--- src/rtl/rom_load_sequencer.sv ---
// ROM/PROM download sequencer for the Williams core: decodes hps_io bytes into three
// memory regions and owns core reset. Optional macro ROM_CHECKSUM_EN adds per-region byte sums.
module rom_load_sequencer #(
  parameter logic [15:0] SND_BASE = 16'hC000,
  parameter logic [15:0] DEC_BASE = 16'hD000,
  parameter logic [15:0] DEC_END  = 16'hD3FF,
  parameter int unsigned RST_HOLD = 1024
) (
  input  logic        clk_sys,
  input  logic        RESET,
  input  logic        rst_req,
  input  logic        ioctl_download,
  input  logic        ioctl_wr,
  input  logic [15:0] ioctl_addr,
  input  logic [7:0]  ioctl_dout,
  output logic        ioctl_wait,
  output logic [15:0] mem_addr,
  output logic [7:0]  mem_data,
  output logic [2:0]  mem_we,
  input  logic        mem_busy,
  output logic        core_reset,
  output logic        load_done,
  output logic [7:0]  drop_cnt
`ifdef ROM_CHECKSUM_EN
  ,
  output logic [15:0] sum_main,
  output logic [15:0] sum_snd,
  output logic [15:0] sum_dec
`endif
);

  localparam int unsigned CNT_W = $clog2(RST_HOLD + 1);
  localparam logic [CNT_W-1:0] HOLD_LOAD = CNT_W'(RST_HOLD);

  typedef enum logic [1:0] {
    ST_HOLD  = 2'd0,
    ST_RUN   = 2'd1,
    ST_LOAD  = 2'd2,
    ST_DRAIN = 2'd3
  } state_t;

  state_t           state;
  logic [CNT_W-1:0] hold_cnt;
  logic             dl_q;
  logic             dl_rise;
  logic             dl_fall;
  logic             buf_full;
  logic             retire;
  logic             wr_load;
  logic             accept;
  logic             drop;
  logic [2:0]       dec_we;
  logic [15:0]      dec_addr;

  // Region decode of the incoming byte address into a one-hot enable and local offset
  always_comb begin
    dec_we   = 3'b000;
    dec_addr = 16'h0000;
    if (ioctl_addr < SND_BASE) begin
      dec_we   = 3'b001;
      dec_addr = ioctl_addr;
    end else if (ioctl_addr < DEC_BASE) begin
      dec_we   = 3'b010;
      dec_addr = ioctl_addr - SND_BASE;
    end else if (ioctl_addr <= DEC_END) begin
      dec_we   = 3'b100;
      dec_addr = ioctl_addr - DEC_BASE;
    end
  end

  // The registered write enable doubles as the one-entry buffer's full flag
  assign buf_full   = |mem_we;
  assign retire     = buf_full & ~mem_busy;
  assign ioctl_wait = buf_full & mem_busy;
  assign wr_load    = ioctl_wr & (state == ST_LOAD);
  assign accept     = wr_load & ~ioctl_wait & (|dec_we);
  assign drop       = wr_load & (ioctl_wait | ~(|dec_we));
  assign dl_rise    = ioctl_download & ~dl_q;
  assign dl_fall    = ~ioctl_download & dl_q;

  // Write buffer: capture on accept, hold through busy, clear on retire
  always_ff @(posedge clk_sys or posedge RESET) begin
    if (RESET) begin
      mem_we   <= 3'b000;
      mem_addr <= 16'h0000;
      mem_data <= 8'h00;
    end else if (accept) begin
      mem_we   <= dec_we;
      mem_addr <= dec_addr;
      mem_data <= ioctl_dout;
    end else if (retire) begin
      mem_we   <= 3'b000;
    end
  end

  always_ff @(posedge clk_sys or posedge RESET) begin
    if (RESET) begin
      drop_cnt <= 8'h00;
    end else if (drop && (drop_cnt != 8'hFF)) begin
      drop_cnt <= drop_cnt + 8'd1;
    end
  end

  // Core reset sequencer; a rising download preempts every state
  always_ff @(posedge clk_sys or posedge RESET) begin
    if (RESET) begin
      state      <= ST_HOLD;
      hold_cnt   <= HOLD_LOAD;
      core_reset <= 1'b1;
      load_done  <= 1'b0;
      dl_q       <= 1'b0;
    end else begin
      dl_q <= ioctl_download;
      if (dl_rise) begin
        state      <= ST_LOAD;
        core_reset <= 1'b1;
      end else begin
        case (state)
          ST_HOLD: begin
            core_reset <= 1'b1;
            if (rst_req) begin
              hold_cnt <= HOLD_LOAD;
            end else if (hold_cnt <= CNT_W'(1)) begin
              hold_cnt   <= '0;
              state      <= ST_RUN;
              core_reset <= 1'b0;
            end else begin
              hold_cnt <= hold_cnt - CNT_W'(1);
            end
          end
          ST_RUN: begin
            if (rst_req) begin
              hold_cnt   <= HOLD_LOAD;
              state      <= ST_HOLD;
              core_reset <= 1'b1;
            end
          end
          ST_LOAD: begin
            core_reset <= 1'b1;
            if (dl_fall) begin
              state <= ST_DRAIN;
            end
          end
          ST_DRAIN: begin
            core_reset <= 1'b1;
            if (!buf_full) begin
              hold_cnt  <= HOLD_LOAD;
              load_done <= 1'b1;
              state     <= ST_HOLD;
            end
          end
          default: begin
            state      <= ST_HOLD;
            hold_cnt   <= HOLD_LOAD;
            core_reset <= 1'b1;
          end
        endcase
      end
    end
  end

`ifdef ROM_CHECKSUM_EN
  // Sums track retired bytes only; a new download restarts them
  always_ff @(posedge clk_sys or posedge RESET) begin
    if (RESET) begin
      sum_main <= 16'h0000;
      sum_snd  <= 16'h0000;
      sum_dec  <= 16'h0000;
    end else if (dl_rise) begin
      sum_main <= 16'h0000;
      sum_snd  <= 16'h0000;
      sum_dec  <= 16'h0000;
    end else if (retire) begin
      if (mem_we[0]) sum_main <= sum_main + 16'(mem_data);
      if (mem_we[1]) sum_snd  <= sum_snd  + 16'(mem_data);
      if (mem_we[2]) sum_dec  <= sum_dec  + 16'(mem_data);
    end
  end
`endif

endmodule

--- config.mk ---
export PLATFORM = sky130hd
export DESIGN_NAME = rom_load_sequencer
export DESIGN_NICKNAME = d
export VERILOG_FILES = /design/src/rtl/rom_load_sequencer.sv
export SDC_FILE = /design/constraint.sdc
export NUM_CORES = 1
export LEC_CHECK = 0
export BUFFER_PORTS_ARGS = -buffer_cell sky130_fd_sc_hd__buf_2
export CAP_MARGIN = 20
export CORE_ASPECT_RATIO = 0.6
export CORE_MARGIN = 1.5
export CORE_UTILIZATION = 35
export CTS_CLUSTER_SIZE = 16
export DETAILED_ROUTE_END_ITERATION = 10
export SETUP_SLACK_MARGIN = 0.5
export SLEW_MARGIN = 20
export SYNTH_ARGS = -nofsm -noshare
export SYNTH_HDL_FRONTEND = slang
export SYNTH_SLANG_ARGS = --single-unit
--- constraint.sdc ---
create_clock -name clk_sys -period 2.25 [get_ports clk_sys]
set_clock_uncertainty 0.2 [all_clocks]
set_input_delay 0.1125 -clock clk_sys [delete_from_list [all_inputs] [get_ports clk_sys]]
set_output_delay 0.1125 -clock clk_sys [all_outputs]
set_load 0.005 [all_outputs]
Word-level counts from Yosys, hierarchy flattened
Index checks and enable logic that the tools add are counted.

Bits in registers: 51. Output and inout bits: 38. Input bits: 30.

Equal/unequal tests: 11. Reductions and logical operators: 10. Multiplexer cells: 25. $lt $le $gt $ge: 4. Bitwise logic cells: 16. $add $sub $neg: 4.

Operators by type and width (count): two-way mux 16 bit (3); two-way mux 11 bit (4); one-hot mux 11 bit (3 select lines) (1); < comparator 16 bit (second input constant) (2); subtractor 16 bit (second input constant) (2); <= comparator 16 bit (second input constant) (1); two-way mux 3 bit (5); inequality test 3 bit (second input constant) (5); two-way mux 2 bit (6); <= comparator 11 x 1 -> 1 bit (second input constant) (1); subtractor 11 x 1 -> 11 bit (second input constant) (1); adder 8 x 1 -> 8 bit (second input constant) (1); AND 1 bit (8); inequality test 8 bit (second input constant) (1); one-hot mux 2 bit (4 select lines) (1); NOT 1 bit (7); OR reduction 3 bit (2); AND reduction 5 bit (1); == test 2 bit (second input constant) (2); two-way mux 1 bit (4); inequality test 2 bit (second input constant) (2); AND reduction 4 bit (1); one-hot mux 1 bit (3 select lines) (1); AND reduction 3 bit (1); 7 further kinds (7).

Longest topological paths before layout
Gate-level depths: netlist of run 1.

Depth after elaboration: 9. Gate-level depth with buffers: 8.

Worst setup path before layout of run 1
Ideal clock, no wire load.

Path type: in2reg. From: in ioctl_addr[13]. To: reg mem_addr[0]. Arrival time: 1.659 ns. Path slack: 0.266 ns. Library setup time: 0.125 ns. Data required time: 1.925 ns. Buffers on the path: 1. Stages on the path: 8. Cell sequence: inv_1 ha_1 nand4_1 nor4_4 nor2_2 a21oi_4 buf_6 mux2_4.

Word-level cells in the longest chain between the ends: 6. Elaborated cells on any way between the ends: 11. Classes of those cells: order compare: 3; mux: 6; bitwise: 1; reduce/logical: 1.

Ends and longest elaborated chain: start: declaration (RTL line 14) `input logic [15:0] ioctl_addr,`; <= comparator 16 bit (RTL line 65) `end else if (ioctl_addr <= DEC_END) begin`; two-way mux 3 bit (RTL line 65); two-way mux 3 bit (RTL line 62) `end else if (ioctl_addr < DEC_BASE) begin`; two-way mux 3 bit (RTL line 59) `if (ioctl_addr < SND_BASE) begin`; OR reduction 3 bit (RTL line 76) `assign accept = wr_load & ~ioctl_wait & (|dec_we);`; AND 1 bit (RTL line 76); end signal: assignment (RTL line 89) `mem_addr <= dec_addr;`; end: declaration (RTL line 17) `output logic [15:0] mem_addr,`.

Parallel ways exist; a longest one is shown, timed or not. A chain may end at the register's enable or synchronous reset.

Final worst setup path of run 1
From: reg mem_we[0]. To: reg mem_addr[8].

Word-level cells in the longest chain between the ends: 5.

Ends and longest elaborated chain: start: declaration (RTL line 19) `output logic [2:0] mem_we,`; start signal: assignment (RTL line 88) `mem_we <= dec_we;`; OR reduction 3 bit (RTL line 72) `assign buf_full = |mem_we;`; AND 1 bit (RTL line 74) `assign ioctl_wait = buf_full & mem_busy;`; NOT 1 bit (RTL line 76); AND 1 bit (2 in a row) (RTL line 76).

No other way between the ends.

==> run_results.csv, run 1 <==
group,metric,value,unit
clocking,htree_num_levels,2,
clocking,cts_root_buf,"clkbuf_16",
synthesis,yosysSeqAreaShare,49.0,%
synthesis,synth_nets,259,
detailed_routing,wire_per_inst,16.1,µm
detailed_routing,routed_wl,7.61,mm
detailed_routing,drtIter0Drc,136,
flow_run,cap_violations,0,
hold_path,hold_class,"in2reg",
pwr,power_density,1180,nW/µm²
sta,tightest_slew,0.523,ns
critical_path,start_kind,"register",
layout,n_antenna_cell,0,
sta,min_period,1.92,ns
die,dieArea,8000,µm²
detailed_routing,vias,2373,
die,die_y,69.9,µm
sta,rsz0062_at_grt,"true",
sta,setup_viol,0,
layout,fillers,591,
sta,tns,0,ns
grt,gr-usage-met2,27.8,%
die,num_io_pins,68,
pwr,p_leak,1.95,nW
grt,grt_pass1_wl,11.6,mm
grt,grt_pass1_vias,2268,
critical_path,arrival,1.91,ns
outcome,outcome,"complete, no violations",
grt,grt_max_degree,52,
pwr,peakVddDrop,0.556,mV
detailed_routing,drc,0,
critical_path,critPathCaptureType,"register",
grt,antenna_found_initial,0,
critical_path,crit_type,"reg2reg",
clocking,insertion_delay,0.30,ns
grt,met3_usage,5.30,%
critical_path,required,2.24,ns
detailed_routing,postRouteAntennaNets,0,
detailed_routing,drt-pass1-iter-count,4,
synthesis,ys_types,45,
sta,timing.final.crit_share,85.3,%
sta,holdWs,0.0379,ns
synthesis,synth-main-ff-cell,"dfrtp_1",
synthesis,avgSynthCellArea,11.8,µm²
die,initial_core_util,36.0,%
synthesis,yosysWarnings,0,
grt,use_met1,26.7,%
die,core-area,7240,µm²
sta,slew-limit-headroom,65.1,%
layout,nNetsFinal,405,
placed_design,globalplace.congestion,0.836,
grt,busiest_layer,"met2",
critical_path,crit_fanout,6,
clocking,cts.sinks,51,
placed_design,hpwl,4.29,mm
sta,max_freq,521,MHz
synthesis,async_reset_ff_share,100,%
hold_path,hold_path_depth,3,
sta,hold_violations,0,
synthesis,synth_edf_count,0,
layout,drive_gt1_share,55.7,%
sta,maxSlewViolCount,0,
placed_design,io_buffers,67,
synthesis,ys_ff_latch,51,
grt,grtUsageTotal,18.8,%
grt,grt.overflow.total,0,
die,num_rows,24,
critical_path,reg2reg_depth,6,
die,die_x,114,µm
clocking,cts_buffer_depth,2,
clocking,path_clk_slew,0.07,ns
synthesis,synth_cells,221,
detailed_routing,viasPerCell,5.03,
clocking,numCtsBuffers,5,
synthesis,synth_area,2610,µm²
layout,syn_to_final_growth,63.4,%
clocking,cts_tree,"done",
## metrics by stage
stage / util, % / instance area (µm²) / std cells / power, W / setup WS (ns)
global placement: 44.7 / 3230 / 399 / 0.00322 / 0.220
floorplan: - / 2680 / 221 / 0.00263 / 0.358
detailed placement: 44.7 / 3230 / 399 / 0.00323 / 0.193
global route: 58.9 / 4260 / 472 / 0.00533 / 0.241
CTS: 55.9 / 4040 / 463 / 0.00480 / 0.367
finish: 58.9 / 4260 / 472 / 0.00503 / 0.331
## sequential cells by signal, indices dropped and copies added, names as in the netlist
signal	cells
mem_addr	16
hold_cnt	11
drop_cnt	8
mem_data	8
mem_we	3
state	2
core_reset	1
dl_q	1
load_done	1
## cells in the mapped netlist (3+ instances only)
cell        n  area, µm²
a21oi_1     8       40.0
nor4_4      3       63.8
nand2b_1    5       31.3
nand4_1     4       25.0
ha_1        8        100
nand3_1     3       15.0
mux2_4     19        285
o2111ai_1   5       43.8
o31ai_1     4       30.0
inv_1      13       48.8
dfrtp_1    49       1230
nor2b_1     3       18.8
o22ai_1     3       18.8
a31oi_1     4       25.0
mux2_2      6       67.6
nor2_1      7       26.3
nand2_1    15       56.3
xnor2_1     6       52.6
o211ai_1    3       22.5
nor3_1      6       30.0
o21ai_0    11       55.1
## worst max-delay path: stages, from the launching register on
cell and delay [ns]:
dfrtp_2 0.43, o31ai_4 0.34, nand2b_4 0.10, a21oi_4 0.15, buf_6 0.15, buf_12 0.13
mux2_4 0.30
## path summary, 6_finish.rpt
check | to | slack, ns | startpoint
setup reg to reg | mem_addr[8] | 0.33 | mem_we[0]
hold / removal | mem_addr[13] | 0.04 | ioctl_addr[13]
hold reg to reg | load_done | 0.27 | load_done
setup / recovery | mem_addr[8] | 0.33 | mem_we[0]
max in group asynchronous | core_reset | 1.33 | RESET
min in group asynchronous | mem_data[0] | 0.19 | RESET
## placed cells by master (no fill, tap or decap), types with 3 or more instances in the layout
cell type,synthesis,routed
o21ai_0,11,5
a21oi_2,0,5
dfrtp_1,49,42
nor2_1,7,5
clkbuf_16,0,5
buf_6,2,10
dfrtp_2,0,7
nor4_4,3,4
inv_1,13,10
o21ai_2,0,4
buf_2,0,66
a31oi_1,4,4
buf_12,0,3
ha_1,8,4
nand2_1,15,14
xnor2_1,6,6
o211ai_1,3,3
nand4_1,4,4
nand2b_1,5,4
buf_4,0,34
dlygate4sd3_1,0,25
a21oi_1,8,3
mux2_4,19,24
## kinds of logic (layout without fill, tap and decap cells)
logic type / count (synthesis) / in the layout / synth area share (%)
multiplexers: 27 / 27 / 14.3
AND/OR/NAND/NOR: 60 / 60 / 14.0
XOR/XNOR: 6 / 6 / 2.01
flip-flops: 51 / 51 / 49.0
buffers and inverters: 16 / 162 / 2.88
AO/OA/AOI/OAI: 53 / 54 / 14.0
adder cells (fa/ha/maj): 8 / 8 / 3.84
## per-layer routing
metal / vias to the layer above / part of all wire [%]
met5: - / 0
met2: 87 / 44
met3: 10 / 6.9
li1: 1120 / -
met1: 1156 / 48
met4: 0 / 1.3
## timing repair
action,CTS,global route
endpoints found under the hold margin,77,0
gates cloned,3,0
resized for setup,36,33
pin swaps,15,29
hold buffers,25,0
setup endpoints to repair,43,45
setup buffers,28,9
## layout make-up
class | count | area [µm²] | share of cell area [%]
multi-input cells | 155 | 1550 | 36.4
flip-flops and latches | 51 | 1290 | 30.2
repair buffers | 141 | 1070 | 25.1
well taps | 104 | 130 | 3.05
clock buffers | 5 | 125 | 2.94
inverters | 13 | 51.3 | 1.20
clock inverters | 3 | 46.3 | 1.09
## where the power goes
part           internal, W  switching (W)  leakage [nW]
Sequential         0.00128       0.000284         0.618
Combinational      0.00146        0.00111          1.25
Clock             0.000529       0.000361        0.0804
Total              0.00327        0.00176          1.95
Power figures use the tool's default switching activity.
==> inputs of run 2 (changes only) <==
Settings changed: CORE_UTILIZATION 35 to 30.
==> run_results.csv, run 2 (synthesis gave the netlist of run 1 again) <==
group,metric,value,unit
detailed_routing,routed_wl,7.02,mm
flow_run,cap_violations,0,
placed_design,dpl_cell_area,3220,µm²
clocking,cts_tree,"done",
hold_path,min-delay-start,"ioctl_addr[14]",
detailed_routing,wire_per_inst,15.1,µm
critical_path,critPathCaptureType,"register",
critical_path,required,2.23,ns
grt,grt.overflow.total,0,
detailed_routing,postRouteAntennaNets,0,
layout,layout_commonest_cell,"buf_2",
die,num_io_pins,68,
clocking,path_clk_slew,0.07,ns
die,die_y,75.2,µm
critical_path,timing.rr.end,"mem_data[6]",
critical_path,start_kind,"register",
die,initial_core_util,30.8,%
layout,drive_gt1_share,50.7,%
die,dieArea,9280,µm²
pwr,peakVddDrop,0.410,mV
critical_path,arrival,1.92,ns
grt,grtUsageTotal,15.4,%
sta,hold_violations,0,
layout,nNetsFinal,390,
die,num_rows,26,
clocking,htree_num_levels,2,
hold_path,hold_class,"in2reg",
hold_path,hold_path_depth,3,
layout,mostFrequentLayoutCells,"67 x buf_2, 44 x dfrtp_1, 25 x dlygate4sd3_1",
critical_path,reg2reg_depth,6,
sta,min_period,1.94,ns
clocking,numCtsBuffers,5,
layout,fin_area,4020,µm²
clocking,cts.sinks,51,
layout,top_regs,"mem_addr: 16 flops, hold_cnt: 11 flops",
layout,largest_reg_flops,16,
critical_path,crit_type,"reg2reg",
detailed_routing,drc,0,
layout,syn_to_final_growth,54.1,%
outcome,outcome,"complete, no violations",
sta,setup_viol,0,
sta,timing.final.crit_share,86.4,%
pwr,p_leak,1.84,nW
layout,regMostFlops,"mem_addr",
grt,grt_max_degree,52,
clocking,cts_buffer_depth,2,
sta,tightest_slew,0.669,ns
detailed_routing,vias,2254,
pwr,power_density,1150,nW/µm²
sta,rsz0062_at_grt,"true",
critical_path,crit_fanout,7,
detailed_routing,drtIter0Drc,142,
grt,grt_pass1_vias,2096,
layout,n_antenna_cell,0,
sta,slew-limit-headroom,55.4,%
detailed_routing,viasPerCell,4.85,
die,core-area,8460,µm²
layout,fillers,787,
detailed_routing,drt-pass1-iter-count,4,
critical_path,r2r_start,"mem_we[2]",
die,die_x,123,µm
sta,max_freq,515,MHz
placed_design,globalplace.congestion,0.851,
hold_path,min_to,"mem_addr[14]",
grt,grt_pass1_wl,10.8,mm
clocking,cts_root_buf,"clkbuf_16",
sta,tns,0,ns
placed_design,io_buffers,67,
placed_design,hpwl,4.63,mm
clocking,insertion_delay,0.29,ns
grt,antenna_found_initial,0,
sta,maxSlewViolCount,0,
critical_path,regToRegSetupSlack,0.31,ns
[run 2: through the flow]
stage / cells / utilization [%] / power [W] / hold slack (ns) / worst slack (ns)
final: 465 / 47.5 / 0.00463 / 0.0497 / 0.307
after global routing: 465 / 47.5 / 0.00495 / 0.0621 / 0.227
after CTS: 460 / 45.8 / 0.00449 / 0.0366 / 0.338
after detailed placement: 408 / 38.1 / 0.00322 / 0.0446 / 0.168
after global placement: 408 / 38.1 / 0.00319 / 0.0452 / 0.175
after floorplan: 221 / - / 0.00263 / -0.0561 / 0.358
[run 2: report_power, final]
part,switching (W),internal [W],total (W)
Clock,0.000344,0.000559,0.000904
Combinational,0.000941,0.00123,0.00217
Sequential,0.000279,0.00128,0.00156
Total,0.00156,0.00307,0.00463
[run 2: worst max path at each step]
stage	to	slack, ns	cells past startpoint	startpoint
global route	mem_data[4]	0.23	11	ioctl_addr[13]
detailed placement	mem_addr[4]	0.17	9	ioctl_addr[13]
CTS	state[0]	0.34	5	hold_cnt[6]
finish	mem_data[6]	0.31	6	mem_we[2]
global placement	drop_cnt[4]	0.17	7	ioctl_addr[12]
floorplan	state[0]	0.36	5	hold_cnt[4]
[run 2: timing repair]
| action | CTS | global route |
|---|---|---|
| gates resized for setup | 19 | 28 |
| endpoints found under the hold margin | 76 | 0 |
| hold buffers | 25 | 0 |
| buffers inserted | 17 | 5 |
| pin swaps | 10 | 14 |
| endpoints found under the setup margin | 44 | 46 |
| gates cloned | 2 | 0 |
[run 2: layout make-up]
| cell class | instances | area [µm²] | share of cell area [%] |
|---|---|---|---|
| Timing Repair Buffer | 127 | 923 | 23.0 |
| Clock buffer | 6 | 139 | 3.46 |
| Tap cell | 112 | 140 | 3.49 |
| Multi-Input combinational cell | 154 | 1440 | 35.9 |
| Sequential cell | 51 | 1280 | 32.0 |
| Clock inverter | 2 | 38.8 | 0.965 |
| Inverter | 13 | 51.3 | 1.28 |
[run 2: worst max-delay path, stage by stage (launching register included)]
cell	delay, ns
dfrtp_2	0.46
o31ai_4	0.32
nand2b_4	0.10
a21oi_4	0.17
buf_12	0.14
buf_12	0.13
mux2_4	0.30
[run 2: metal layers]
metal	track usage, %	up-vias	routed length [µm]
li1	-	1091	-
met1	22.4	1096	3570
met2	22.4	61	2960
met3	4.47	6	421
met4	3.83	0	63
met5	0	-	0
==> inputs of run 3 (changes only) <==
==> constraint.sdc (replaced) <==
create_clock -name clk_sys -period 2.25 [get_ports clk_sys]
set_clock_uncertainty 0.2 [all_clocks]
set_input_delay 0.225 -clock clk_sys [delete_from_list [all_inputs] [get_ports clk_sys]]
set_output_delay 0.225 -clock clk_sys [all_outputs]
set_load 0.005 [all_outputs]
==> run_results.csv, run 3 (synthesis gave the netlist of run 1 again) <==
group,metric,value,unit
detailed_routing,routed_wl,7.78,mm
layout,regMostFlops,"mem_addr",
hold_path,hold_path_depth,3,
outcome,outcome,"complete, no violations",
critical_path,regToRegSetupSlack,0.27,ns
sta,rsz0062_at_grt,"true",
clocking,cts.sinks,51,
sta,tns,0,ns
hold_path,hold_class,"in2reg",
placed_design,io_buffers,67,
detailed_routing,viasPerCell,5.01,
sta,hold_violations,0,
layout,syn_to_final_growth,58.7,%
hold_path,min-delay-start,"mem_busy",
die,num_io_pins,68,
grt,antenna_found_initial,0,
sta,timing.final.crit_share,88.1,%
clocking,path_clk_slew,0.07,ns
detailed_routing,postRouteAntennaNets,0,
layout,mostFrequentLayoutCells,"64 x buf_2, 44 x dfrtp_1, 24 x buf_4",
sta,setup_viol,0,
clocking,cts_tree,"done",
hold_path,min_to,"mem_we[2]",
critical_path,critPathCaptureType,"register",
die,die_y,75.2,µm
critical_path,r2r_start,"state[0]",
detailed_routing,highest_layer,"met4",
critical_path,crit_type,"reg2reg",
die,initial_core_util,30.8,%
grt,grt_pass1_vias,2205,
detailed_routing,wl_met1,3.75,mm
flow_run,cap_violations,0,
grt,grtUsageTotal,16.6,%
sta,max_freq,505,MHz
die,die_x,123,µm
placed_design,dpl_cell_area,3260,µm²
layout,layout_commonest_cell,"buf_2",
placed_design,hpwl,4.82,mm
clocking,cts_buffer_depth,2,
die,dieArea,9280,µm²
layout,drive_gt1_share,52.7,%
detailed_routing,drt-pass1-iter-count,4,
grt,grt.overflow.total,0,
detailed_routing,wl_met3,397,µm
critical_path,crit_fanout,7,
layout,largest_reg_flops,16,
critical_path,timing.rr.end,"drop_cnt[4]",
clocking,htree_num_levels,2,
pwr,peakVddDrop,0.390,mV
grt,grt_max_degree,29,
grt,grt_pass1_wl,11.6,mm
layout,top_regs,"mem_addr: 16 flops, hold_cnt: 11 flops",
placed_design,globalplace.congestion,0.762,
detailed_routing,drtIter0Drc,207,
clocking,insertion_delay,0.29,ns
critical_path,reg2reg_depth,6,
sta,tightest_slew,0.561,ns
sta,min_period,1.98,ns
layout,fin_area,4140,µm²
pwr,power_density,1170,nW/µm²
clocking,numCtsBuffers,5,
critical_path,required,2.22,ns
pwr,p_leak,1.88,nW
critical_path,arrival,1.96,ns
layout,n_antenna_cell,0,
layout,nNetsFinal,391,
critical_path,start_kind,"register",
die,num_rows,26,
detailed_routing,drc,0,
detailed_routing,wire_per_inst,16.7,µm
detailed_routing,vias,2328,
detailed_routing,wl_met2,3.52,mm
clocking,cts_root_buf,"clkbuf_16",
sta,maxSlewViolCount,0,
die,core-area,8460,µm²
sta,slew-limit-headroom,62.6,%
[run 3: worst max-delay path, cell delays in order, from the launching register on]
cell       delay [ns]
dfrtp_1          0.38
nand3b_1         0.23
buf_6            0.17
nor4_4           0.30
buf_6            0.18
o2111ai_2        0.12
mux2_2           0.30
[run 3: layout make-up]
type | count | area (µm²)
multi-input combinational | 154 | 1500
tap | 112 | 140
inverter | 13 | 56.3
timing repair buffer | 128 | 1000
sequential | 51 | 1280
clock buffer | 6 | 129
fill | 737 | 4320
clock inverter | 1 | 30.0
[run 3: how the worst max path moves through the flow]
stage	end	from	slack (ns)
6_report	drop_cnt[4]	state[0]	0.27
5_1_grt	drop_cnt[4]	state[0]	0.18
4_1_cts	drop_cnt[4]	ioctl_addr[12]	0.31
3_5_place_dp	drop_cnt[4]	ioctl_addr[12]	0.002
3_3_place_gp	drop_cnt[4]	ioctl_addr[12]	0.1
2_1_floorplan	mem_addr[0]	ioctl_addr[10]	0.29
[run 3: power breakdown]
group	total [W]	switching [W]	internal, W
sequential	0.00160	0.000321	0.00128
clock	0.000855	0.000336	0.000520
combinational	0.00240	0.00103	0.00138
total	0.00486	0.00168	0.00318
[run 3: routing by layer]
metal	up-vias	GRT usage, %
met5	-	0
met4	0	6.13
met3	9	3.94
met2	74	24.3
met1	1155	23.8
li1	1090	-
[run 3: what timing repair did]
| item | 4_1_cts | 5_1_grt |
|---|---|---|
| pin swaps | 18 | 19 |
| gates cloned | 2 | 0 |
| gates resized for setup | 31 | 33 |
| endpoints found under the setup margin | 46 | 47 |
| hold buffers | 21 | 2 |
| endpoints found under the hold margin | 43 | 2 |
| setup buffers | 21 | 6 |
[run 3: per-stage QoR]
stage | utilization (%) | hold slack (ns) | total power (W) | cells | setup slack [ns]
2_1_floorplan | - | 0.0564 | 0.00263 | 221 | 0.286
3_3_place_gp | 38.5 | 0.0973 | 0.00321 | 406 | 0.0985
6_report | 48.9 | 0.0446 | 0.00486 | 465 | 0.268
5_1_grt | 48.9 | 0.0449 | 0.00515 | 465 | 0.184
4_1_cts | 47.0 | 0.00346 | 0.00466 | 457 | 0.315
3_5_place_dp | 38.5 | 0.112 | 0.00327 | 406 | 0.00183
